==> config.mk <==
export PLATFORM = sky130hd
export DESIGN_NAME = truth_table_extractor_flat
export DESIGN_NICKNAME = d
export VERILOG_FILES = /design/src/rtl/truth_table_extractor_if.sv /design/src/rtl/truth_table_extractor.sv /design/src/flat_wrapper.sv
export SDC_FILE = /design/constraint.sdc
export NUM_CORES = 1
export LEC_CHECK = 0
export ABC_AREA = 1
export CORE_MARGIN = 1
export CORE_UTILIZATION = 35
export CTS_CLUSTER_SIZE = 12
export DETAILED_ROUTE_END_ITERATION = 6
export SYNTH_ARGS = -nofsm -noshare
export SYNTH_HDL_FRONTEND = slang
export SYNTH_SLANG_ARGS = --single-unit
==> constraint.sdc <==
create_clock -name clk -period 4.72 [get_ports clk]
set_clock_uncertainty 0.15 [all_clocks]
set_input_delay 0.944 -clock clk [delete_from_list [all_inputs] [get_ports clk]]
set_output_delay 0.944 -clock clk [all_outputs]
set_load 0.05 [all_outputs]
==> src/rtl/truth_table_extractor_if.sv <==
// Handshake bundle between the truth-table extractor and the logic function
// under test plus the consumer of the captured table.
interface truth_table_extractor_if #(
   parameter int N_IN = 3
);
   logic                 start;
   logic                 abort;
   logic [N_IN-1:0]      stim;
   logic                 f_in;
   logic                 busy;
   logic [2**N_IN-1:0]   table_out;
   logic                 table_valid;
   logic                 table_ready;

   modport slave (
      input  start, abort, f_in, table_ready,
      output stim, busy, table_out, table_valid
   );

   modport master (
      output start, abort, f_in, table_ready,
      input  stim, busy, table_out, table_valid
   );
endinterface

==> src/rtl/truth_table_extractor.sv <==
// Sweeps every input combination of an N_IN-input function, holds each for
// SETTLE cycles, samples f_in, and presents the full table until accepted.
module truth_table_extractor #(
   parameter int N_IN   = 3,
   parameter int SETTLE = 1
) (
   input logic                clk,
   input logic                rst,
   truth_table_extractor_if.slave bus
);

   localparam int              NV      = 2**N_IN;
   localparam int              IW      = N_IN + 1;
   localparam logic [IW-1:0]   LAST    = IW'(NV - 1);
   localparam logic [3:0]      CNT_RLD = 4'(SETTLE - 1);

   typedef enum logic [1:0] {
      S_IDLE,
      S_SETTLE,
      S_SAMPLE,
      S_DONE
   } state_t;

   state_t          state_q, state_d;
   logic [IW-1:0]   idx_q, idx_d;
   logic [3:0]      cnt_q, cnt_d;
   logic [NV-1:0]   tbl_q, tbl_d;

   logic            accept;
   assign accept = bus.start && !bus.abort;

   always_ff @(posedge clk) begin
      if (rst) state_q <= S_IDLE;
      else     state_q <= state_d;
   end

   always_comb begin
      state_d = state_q;
      case (state_q)
         S_IDLE:   if (accept) state_d = S_SETTLE;
         S_SETTLE: begin
            if (bus.abort)          state_d = S_IDLE;
            else if (cnt_q == 4'd0) state_d = S_SAMPLE;
         end
         S_SAMPLE: begin
            if (bus.abort)          state_d = S_IDLE;
            else if (idx_q == LAST) state_d = S_DONE;
            else                    state_d = S_SETTLE;
         end
         S_DONE:   if (bus.table_ready) state_d = S_IDLE;
         default:  state_d = S_IDLE;
      endcase
   end

   // Datapath next-state; stim is the low bits of the index, so clearing the
   // index on abort or hand-off also returns stim to zero.
   always_comb begin
      idx_d = idx_q;
      cnt_d = cnt_q;
      tbl_d = tbl_q;
      case (state_q)
         S_IDLE: begin
            if (accept) begin
               idx_d = '0;
               cnt_d = CNT_RLD;
               tbl_d = '0;
            end
         end
         S_SETTLE: begin
            if (bus.abort) begin
               idx_d = '0;
               cnt_d = 4'd0;
               tbl_d = '0;
            end else if (cnt_q != 4'd0) begin
               cnt_d = cnt_q - 4'd1;
            end
         end
         S_SAMPLE: begin
            if (bus.abort) begin
               idx_d = '0;
               cnt_d = 4'd0;
               tbl_d = '0;
            end else begin
               tbl_d[idx_q[N_IN-1:0]] = bus.f_in;
               if (idx_q != LAST) begin
                  idx_d = idx_q + IW'(1);
                  cnt_d = CNT_RLD;
               end
            end
         end
         S_DONE: begin
            if (bus.table_ready) idx_d = '0;
         end
         default: begin
            idx_d = '0;
            cnt_d = 4'd0;
            tbl_d = '0;
         end
      endcase
   end

   always_ff @(posedge clk) begin
      if (rst) begin
         idx_q <= '0;
         cnt_q <= 4'd0;
         tbl_q <= '0;
      end else begin
         idx_q <= idx_d;
         cnt_q <= cnt_d;
         tbl_q <= tbl_d;
      end
   end

   always_comb begin
      bus.busy        = (state_q == S_SETTLE) || (state_q == S_SAMPLE);
      bus.table_valid = (state_q == S_DONE);
      bus.table_out   = tbl_q;
      bus.stim        = idx_q[N_IN-1:0];
   end

endmodule

==> src/flat_wrapper.sv <==
// flat-port wrapper written by rule: the top's interface ports become plain ports
module truth_table_extractor_flat 
#(
   parameter int N_IN   = 3,
   parameter int SETTLE = 1
)
  (clk, rst, bus_start, bus_abort, bus_f_in, bus_table_ready, bus_stim, bus_busy, bus_table_out, bus_table_valid);
  truth_table_extractor_if #(.N_IN(N_IN)) bus_i ();
  input logic clk;
  input logic rst;
  input wire logic [$bits(bus_i.start)-1:0] bus_start;
  input wire logic [$bits(bus_i.abort)-1:0] bus_abort;
  input wire logic [$bits(bus_i.f_in)-1:0] bus_f_in;
  input wire logic [$bits(bus_i.table_ready)-1:0] bus_table_ready;
  output wire logic [$bits(bus_i.stim)-1:0] bus_stim;
  output wire logic [$bits(bus_i.busy)-1:0] bus_busy;
  output wire logic [$bits(bus_i.table_out)-1:0] bus_table_out;
  output wire logic [$bits(bus_i.table_valid)-1:0] bus_table_valid;
  assign bus_i.start = bus_start;
  assign bus_i.abort = bus_abort;
  assign bus_i.f_in = bus_f_in;
  assign bus_i.table_ready = bus_table_ready;
  assign bus_stim = bus_i.stim;
  assign bus_busy = bus_i.busy;
  assign bus_table_out = bus_i.table_out;
  assign bus_table_valid = bus_i.table_valid;
  truth_table_extractor #(.N_IN(N_IN), .SETTLE(SETTLE)) u_core (.clk(clk), .rst(rst), .bus(bus_i));
endmodule
==> results of run 1 <==
## metrics by stage
| stage | worst slack, ps | std cells | hold slack [ps] | power (mW) | util, % |
|---|---|---|---|---|---|
| 2_1_floorplan | 2630 | 179 | 289 | 0.261 | - |
| 3_3_place_gp | 2110 | 234 | 300 | 0.280 | 44.1 |
| 3_5_place_dp | 2020 | 234 | 305 | 0.283 | 44.1 |
| 4_1_cts | 1660 | 238 | 324 | 0.382 | 45.3 |
| 5_1_grt | 1600 | 238 | 338 | 0.407 | 45.3 |
| 6_report | 1700 | 238 | 319 | 0.376 | 45.3 |
## power by group
| part | leakage, nW | total (mW) | switching, mW | internal, mW |
|---|---|---|---|---|
| clock | 0.0210 | 0.0969 | 0.0499 | 0.0470 |
| combinational | 0.388 | 0.115 | 0.0760 | 0.0394 |
| sequential | 0.146 | 0.164 | 0.00518 | 0.159 |
| total | 0.555 | 0.376 | 0.131 | 0.245 |
## worst paths after layout
path	from	to	slack, ps	depth (start not counted)
setup / recovery	u_core.state_q[1]$_SDFFE_PP0P_	bus_busy	1700	3
hold / removal	u_core.bus.table_out[0]$_SDFFE_PP0P_	u_core.bus.table_out[0]$_SDFFE_PP0P_	320	2
setup reg to reg	u_core.state_q[1]$_SDFFE_PP0P_	u_core.idx_q[1]$_SDFFE_PP0P_	2880	8
hold reg to reg	u_core.bus.table_out[0]$_SDFFE_PP0P_	u_core.bus.table_out[0]$_SDFFE_PP0P_	320	2
## cell type report
| cell class | count | area (sq um) | area share [%] |
|---|---|---|---|
| multi-input combinational | 132 | 711 | 49.8 |
| sequential | 18 | 360 | 25.2 |
| timing repair buffer | 18 | 180 | 12.6 |
| inverter | 22 | 85.1 | 5.96 |
| tap | 44 | 55.1 | 3.86 |
| clock buffer | 4 | 36.3 | 2.54 |
## worst min-delay path: stages, from the launching register on
cell and delay, ps:
dfxtp_1 320, nand2_1 60, a21oi_1 50
## per-layer routing
| layer | vias to the layer above | global-route usage [%] |
|---|---|---|
| li1 | 601 | - |
| met1 | 512 | 21.6 |
| met2 | 23 | 27.9 |
| met3 | 2 | 4.05 |
| met4 | 0 | 4.87 |
| met5 | - | 0 |
## cell usage in the layout (no fill, tap or decap), drive strengths merged, types with 3 or more instances in the layout
master / n
nand2: 51
inv: 22
a21oi: 17
nand4: 3
nand3: 18
clkdlybuf4s50: 18
nor2: 19
o21ai: 4
nand3b: 8
ha: 9
clkbuf: 4
dfxtp: 18
## cell families after synthesis
family	synth area share, %
fa+ha+maj	9.36
flops	29.9
compound gates	9.04
simple gates	40.6
buf+inv	11.0
## flip-flops by register name (all words and copies together), names as in the netlist
name,flops
u_core.idx_q,4
u_core.cnt_q,4
u_core.state_q,2
u_core.bus.table_out,8
==> flow_summary.json, run 1 <==
{
  "cts.sinks": 18,
  "synthToLayoutAreaGrowth_pct": 18.6,
  "syn_inst": 179,
  "yosys-top-cells-area": "dfxtp_1 30%, nand2_1 15%, ha_1 9.4%, nand3_1 7.5%, a21oi_1 6.7%",
  "worstPathCellList": "inv_1, ha_1, clkdlybuf4s50_1",
  "synth_seq_area_share_pct": 29.9,
  "cp_max_fo": 5,
  "hold_class": "reg2reg",
  "setup_viol": 0,
  "syn_area_per_cell_sq_um": 6.72,
  "htreeDepth": 1,
  "die_x_microns": 60.6,
  "cts_hold_buf": 0,
  "numCtsBuffers": 3,
  "die_h_microns": 60.6,
  "critical_path.endpoint_type": "output pin",
  "async_reset_ff_share_pct": 0,
  "rsz0062_at_grt": "false",
  "final_area_sq_um": 1430,
  "numPortBuffers": 18,
  "root_buffer": "clkbuf_4",
  "ys_top_cells_by_count": "47 x nand2_1, 20 x inv_1, 18 x dfxtp_1, 18 x nand3_1",
  "avgViaCountPerCell": 4.78,
  "worst_ir_drop_vdd_uv": 158,
  "syn_area_sq_um": 1200,
  "final_layout_size_suffix_gt1_share_pct": 7.73,
  "synth.most_common_cell": "nand2_1",
  "cts.repair.resized": 0,
  "track_usage_pct": 16.8,
  "cts_tree": "built",
  "critPathTopFamily": "buffers and inverters",
  "diodes": 0,
  "slowest_stage": "clkdlybuf4s50_1",
  "drcViolationCount": 0,
  "post_cts_buffers": 0,
  "tns_ps": 0,
  "post_drt_wl_per_cell_microns": 11.0,
  "period_minus_slack_ps": 3020,
  "synthDistinctLibCells": 23,
  "period_share_pct": 64.1,
  "tightest_slew_ps": 517,
  "rows": 20,
  "grt_max_degree": 17,
  "synth_top_cell_area_share_pct": 29.9,
  "slew_headroom_pct": 65.4,
  "top_layer_used": "met4",
  "status": "finished clean",
  "core_sq_um": 3150,
  "p_leak_nw": 0.555,
  "clk-insertion-delay-late_ps": 290,
  "critical-path-max-stage-delay_ps": 790,
  "synth_warnings": 0,
  "wl_met2_mm": 1.22,
  "synth_nets": 194,
  "path_buf_inv": 2,
  "wl_met3_microns": 92,
  "drv_slew": 0,
  "vias": 1138,
  "nets": 210,
  "cp.arrival_ps": 1930,
  "first_pass_iters": 4,
  "wl_met1_mm": 1.29,
  "p_per_area_nw_per_um2": 264,
  "synth_ff_type": "dfxtp_1",
  "wl_mm": 2.62,
  "antenna_found_initial": 0,
  "dpl_cell_area_sq_um": 1390,
  "hpwlAfterDp_mm": 1.99,
  "grt_pass1_vias": 1061,
  "grt_pass1_wl_mm": 4.64,
  "dieArea_sq_um": 3680,
  "clk_pin_slew_ps": 110,
  "drt_iter0_markers": 65,
  "gp_congestion": 0.809,
  "grt_overflow": 0,
  "path_class": "reg2out",
  "fmax_ghz": 0.331,
  "critPathLaunchType": "flip-flop",
  "fillers": 349,
  "initial_core_util_pct": 38.2,
  "synth-edff-count": 0,
  "yosysTopAreaCell": "dfxtp_1",
  "synth_seq_cells": 18,
  "cts_max_path_buffers": 2,
  "cap_viol_max_count": 0,
  "num_io_pins": 19,
  "ant_nets": 0,
  "required_ps": 3630,
  "finalHoldViolations": 0
}
(Power assumes the default switching activity.)
==> run 2: changes to the inputs <==
==> constraint.sdc (replaced) <==
create_clock -name clk -period 2.55 [get_ports clk]
set_clock_uncertainty 0.15 [all_clocks]
set_input_delay 0.51 -clock clk [delete_from_list [all_inputs] [get_ports clk]]
set_output_delay 0.51 -clock clk [all_outputs]
set_load 0.05 [all_outputs]
==> run 2 against run 1 <==
Effect of this change:
- routed wire length decreased by 2.9%
- total power up 85%
- final cell count rose by 1.3%
- critical path type unchanged
- largest cell class unchanged
==> flow_summary.json, run 2 (synthesized netlist as in run 1, its figures left out) <==
{
  "status": "finished clean",
  "grt_pass1_vias": 1043,
  "cts_hold_buf": 0,
  "clk-insertion-delay-late_ps": 290,
  "core_sq_um": 3150,
  "r2r_setup_slack_ps": 820,
  "first_pass_iters": 5,
  "path_class": "reg2out",
  "die_x_microns": 60.6,
  "rsz0062_at_grt": "false",
  "setup_slack_ps": 149,
  "seqCellArea_sq_um": 360,
  "cap_viol_max_count": 0,
  "wl_met3_microns": 104,
  "finalHoldViolations": 0,
  "drv_slew": 0,
  "fmax_ghz": 0.417,
  "dpl_cell_area_sq_um": 1410,
  "multiInputGateArea_sq_um": 711,
  "drt_iter0_markers": 52,
  "initial_core_util_pct": 38.2,
  "hpwlAfterDp_mm": 2.00,
  "post_cts_buffers": 0,
  "root_buffer": "clkbuf_4",
  "track_usage_pct": 15.9,
  "synthToLayoutAreaGrowth_pct": 20.3,
  "vias": 1155,
  "tightest_slew_ps": 528,
  "required_ps": 1890,
  "gp_congestion": 0.842,
  "tns_ps": 0,
  "largest_reg_flops": 8,
  "reg2reg_depth": 8,
  "wl_met1_mm": 1.26,
  "grt_overflow": 0,
  "worstReg2RegStart": "u_core.state_q[1]$_SDFFE_PP0P_",
  "grt_max_degree": 17,
  "cts_max_path_buffers": 2,
  "post_drt_wl_per_cell_microns": 10.6,
  "p_per_area_nw_per_um2": 481,
  "nets": 213,
  "antenna_found_initial": 0,
  "avgViaCountPerCell": 4.79,
  "final_cell_mix": "47 x nand2_1, 20 x inv_1, 18 x nand3_1, 18 x dfxtp_1, 17 x clkdlybuf4s50_1",
  "hold_class": "reg2reg",
  "critPathLaunch": "u_core.state_q[1]$_SDFFE_PP0P_",
  "wl_met2_mm": 1.17,
  "numPortBuffers": 18,
  "htreeDepth": 1,
  "mostFrequentLayoutCell": "nand2_1",
  "drcViolationCount": 0,
  "period_share_pct": 94.1,
  "period_minus_slack_ps": 2400,
  "final_area_sq_um": 1450,
  "p_leak_nw": 0.572,
  "holdWs_ps": 317,
  "cts.repair.resized": 0,
  "ant_nets": 0,
  "num_io_pins": 19,
  "final_util_pct": 45.9,
  "cts.sinks": 18,
  "clk_pin_slew_ps": 110,
  "fillers": 347,
  "place_ws_ps": 351,
  "wl_mm": 2.55,
  "critical_path.endpoint_type": "output pin",
  "diodes": 0,
  "slew_headroom_pct": 64.7,
  "worst_ir_drop_vdd_uv": 242,
  "cp_max_fo": 5,
  "cp.arrival_ps": 1740,
  "rr_endpoint": "u_core.idx_q[1]$_SDFFE_PP0P_",
  "numCtsBuffers": 3,
  "setup_viol": 0,
  "cts_tree": "built",
  "cp-endpoint": "bus_table_valid",
  "critPathLaunchType": "flip-flop",
  "rows": 20,
  "final_layout_size_suffix_gt1_share_pct": 9.64,
  "dieArea_sq_um": 3680,
  "top_layer_used": "met4",
  "die_h_microns": 60.6,
  "grt_pass1_wl_mm": 4.44
}
## run 2: stage by stage
| stage | total power, mW | cells |
|---|---|---|
| 6_report | 0.696 | 241 |
| 5_1_grt | 0.746 | 241 |
| 4_1_cts | 0.708 | 241 |
| 3_5_place_dp | 0.522 | 237 |
| 3_3_place_gp | 0.520 | 237 |
| 2_1_floorplan | 0.483 | 179 |
## run 2: how the worst min path moves through the flow
stage / start / end / depth (start not counted)
2_1_floorplan: u_core.cnt_q[0]$_SDFFE_PP0P_ / u_core.cnt_q[0]$_SDFFE_PP0P_ / 2
3_3_place_gp: u_core.bus.table_out[1]$_SDFFE_PP0P_ / u_core.bus.table_out[1]$_SDFFE_PP0P_ / 2
3_5_place_dp: u_core.bus.table_out[6]$_SDFFE_PP0P_ / u_core.bus.table_out[6]$_SDFFE_PP0P_ / 2
4_1_cts: u_core.bus.table_out[0]$_SDFFE_PP0P_ / u_core.bus.table_out[0]$_SDFFE_PP0P_ / 2
5_1_grt: u_core.bus.table_out[3]$_SDFFE_PP0P_ / u_core.bus.table_out[3]$_SDFFE_PP0P_ / 2
6_report: u_core.bus.table_out[6]$_SDFFE_PP0P_ / u_core.bus.table_out[6]$_SDFFE_PP0P_ / 2
## run 2: critical path: stages, from the launching register on
cell             delay, ps
dfxtp_1                420
ha_1                   210
clkdlybuf4s50_1        810
## run 2: final cells by class
type,count,area share [%]
multi-input combinational,132,49.1
sequential,18,24.9
inverter,22,5.88
timing repair buffer,21,13.8
clock buffer,4,2.51
tap,44,3.80
## run 2: routing by layer
metal,up-vias,global-route usage [%]
met5,-,0
met4,0,4.22
met3,2,3.84
met2,24,26.4
met1,519,20.6
li1,610,-
## run 2: report_power, final
| part | switching [mW] | internal, mW | total (mW) |
|---|---|---|---|
| registers | 0.00932 | 0.294 | 0.303 |
| logic | 0.139 | 0.0735 | 0.213 |
| clock network | 0.0927 | 0.0870 | 0.180 |
==> run 3: changes to the inputs <==
--- a/config.mk
+++ b/config.mk
@@ -5,7 +5,6 @@
 export SDC_FILE = /design/constraint.sdc
 export NUM_CORES = 1
 export LEC_CHECK = 0
-export ABC_AREA = 1
 export CORE_MARGIN = 1
 export CORE_UTILIZATION = 35
 export CTS_CLUSTER_SIZE = 12
==> run 3 against run 2 <==
Effect of this change:
- worst hold slack better by 5.0 ps
- utilization is 0.87 points lower
- clock-buffer cell count stayed put
- sequential cell count unchanged
- synthesized cell count is 23% lower
- highest routed layer unchanged
==> flow_summary.json, run 3 <==
{
  "status": "finished clean",
  "worstReg2RegStart": "u_core.state_q[1]$_SDFFE_PP0P_",
  "path_class": "reg2out",
  "worstPathCellList": "clkdlybuf4s50_1",
  "root_buffer": "clkbuf_4",
  "critPathLaunchType": "flip-flop",
  "mostFrequentLayoutCell": "dfxtp_1",
  "path_buf_inv": 1,
  "cp.arrival_ps": 1760,
  "final_layout_size_suffix_gt1_share_pct": 7.79,
  "nets": 170,
  "antenna_found_initial": 0,
  "tns_ps": 0,
  "place_ws_ps": 179,
  "tightest_slew_ps": 502,
  "p_per_area_nw_per_um2": 418,
  "dieArea_sq_um": 3480,
  "slowest_stage": "clkdlybuf4s50_1",
  "critical_path.endpoint_type": "output pin",
  "syn_area_sq_um": 1140,
  "finalHoldViolations": 0,
  "core_sq_um": 3080,
  "syn_inst": 137,
  "final_area_sq_um": 1390,
  "ant_nets": 0,
  "worst_ir_drop_vdd_uv": 171,
  "hold_class": "reg2reg",
  "period_share_pct": 94.9,
  "cts_max_path_buffers": 2,
  "vias": 1024,
  "yosys-top-cells-area": "dfxtp_1 32%, ha_1 9.9%, a21oi_1 7.5%, nor2_1 3.6%, nor2b_1 3.3%",
  "critical-path-max-stage-delay_ps": 880,
  "num_io_pins": 19,
  "synth_top_cell_area_share_pct": 31.7,
  "placedCellCount": 194,
  "fmax_ghz": 0.413,
  "rr_endpoint": "u_core.bus.table_out[7]$_SDFFE_PP0P_",
  "drv_slew": 0,
  "synth-edff-count": 0,
  "period_minus_slack_ps": 2420,
  "cap_viol_max_count": 0,
  "initial_core_util_pct": 36.9,
  "numCtsBuffers": 3,
  "synth.most_common_cell": "dfxtp_1",
  "power.total_mw": 0.580,
  "final_util_pct": 45.0,
  "cp_num_cells": 1,
  "cts.repair.resized": 0,
  "largest_reg_flops": 8,
  "post_drt_wl_per_cell_microns": 12.8,
  "setup_viol": 0,
  "grt_pass1_vias": 990,
  "diodes": 0,
  "holdWs_ps": 322,
  "final_cell_mix": "18 x dfxtp_1, 17 x a21oi_1, 17 x clkdlybuf4s50_1",
  "grt_max_degree": 14,
  "drt_iter0_markers": 19,
  "ys_top_cells_by_count": "18 x dfxtp_1, 17 x a21oi_1, 11 x nor2_1, 9 x ha_1",
  "hpwlAfterDp_mm": 1.89,
  "p_leak_nw": 0.525,
  "grt_overflow": 0,
  "gp_congestion": 0.792,
  "post_cts_buffers": 0,
  "clk_pin_slew_ps": 120,
  "numPortBuffers": 18,
  "r2r_setup_slack_ps": 530,
  "synthDistinctLibCells": 35,
  "die_x_microns": 59.0,
  "synth_seq_area_share_pct": 31.7,
  "track_usage_pct": 16.5,
  "die_h_microns": 59.0,
  "htreeDepth": 1,
  "yosysTopAreaCell": "dfxtp_1",
  "setup_slack_ps": 129,
  "synthToLayoutAreaGrowth_pct": 22.0,
  "cts.sinks": 18,
  "synth_nets": 152,
  "rsz0062_at_grt": "false",
  "whs_path_depth": 2,
  "grt_pass1_wl_mm": 4.44,
  "cp_max_fo": 13,
  "slew_headroom_pct": 66.5,
  "reg2reg_depth": 6,
  "clk-insertion-delay-late_ps": 300,
  "required_ps": 1890,
  "avgViaCountPerCell": 5.17,
  "synth_ff_type": "dfxtp_1",
  "cts_hold_buf": 0,
  "synth_warnings": 0,
  "rows": 20,
  "syn_area_per_cell_sq_um": 8.29,
  "dpl_cell_area_sq_um": 1350,
  "async_reset_ff_share_pct": 0,
  "cp-endpoint": "bus_stim[0]",
  "first_pass_iters": 4,
  "fillers": 323,
  "drcViolationCount": 0,
  "cts_tree": "built",
  "wl_mm": 2.54,
  "fin_cells": 198,
  "critPathLaunch": "u_core.idx_q[0]$_SDFFE_PP0P_",
  "synth_seq_cells": 18,
  "critPathTopFamily": "buffers and inverters"
}
-- run 3: layout make-up --
type / instances / area [sq um] / share of cell area (%)
flip-flops and latches: 18 / 360 / 26.0
clock buffers: 4 / 36.3 / 2.62
multi-input cells: 106 / 716 / 51.6
repair buffers: 21 / 200 / 14.4
well taps: 44 / 55.1 / 3.97
inverters: 5 / 18.8 / 1.35
-- run 3: kinds of logic after synthesis --
| logic type | count (synthesis) | synth area share [%] |
|---|---|---|
| buf+inv | 13 | 5.29 |
| fa+ha+maj | 9 | 9.91 |
| compound gates | 48 | 28.3 |
| simple gates | 49 | 24.8 |
| flops | 18 | 31.7 |
-- run 3: worst min-delay path by stage --
stage                                         start                              endpoint  slack, ps
6_report       u_core.bus.table_out[5]$_SDFFE_PP0P_  u_core.bus.table_out[5]$_SDFFE_PP0P_        320
5_1_grt        u_core.bus.table_out[0]$_SDFFE_PP0P_  u_core.bus.table_out[0]$_SDFFE_PP0P_        340
4_1_cts        u_core.bus.table_out[5]$_SDFFE_PP0P_  u_core.bus.table_out[5]$_SDFFE_PP0P_        320
3_5_place_dp   u_core.bus.table_out[5]$_SDFFE_PP0P_  u_core.bus.table_out[5]$_SDFFE_PP0P_        300
3_3_place_gp   u_core.bus.table_out[5]$_SDFFE_PP0P_  u_core.bus.table_out[5]$_SDFFE_PP0P_        290
2_1_floorplan          u_core.cnt_q[3]$_SDFFE_PP0P_          u_core.cnt_q[3]$_SDFFE_PP0P_        300
-- run 3: power breakdown --
part / total (mW) / leakage [nW] / internal, mW / switching [mW]
sequential: 0.287 / 0.145 / 0.284 / 0.00332
combinational: 0.105 / 0.359 / 0.0411 / 0.0634
clock: 0.189 / 0.0210 / 0.0871 / 0.102
total: 0.580 / 0.525 / 0.412 / 0.168
-- run 3: layer usage --
layer  global-route usage [%]  up-vias  part of all wire, %
met5                        0        -                    0
met4                     6.12        0                  1.4
met3                     1.97        4                  2.9
met2                     27.8       17                   44
met1                     21.6      475                   51
li1                         -      528                    -
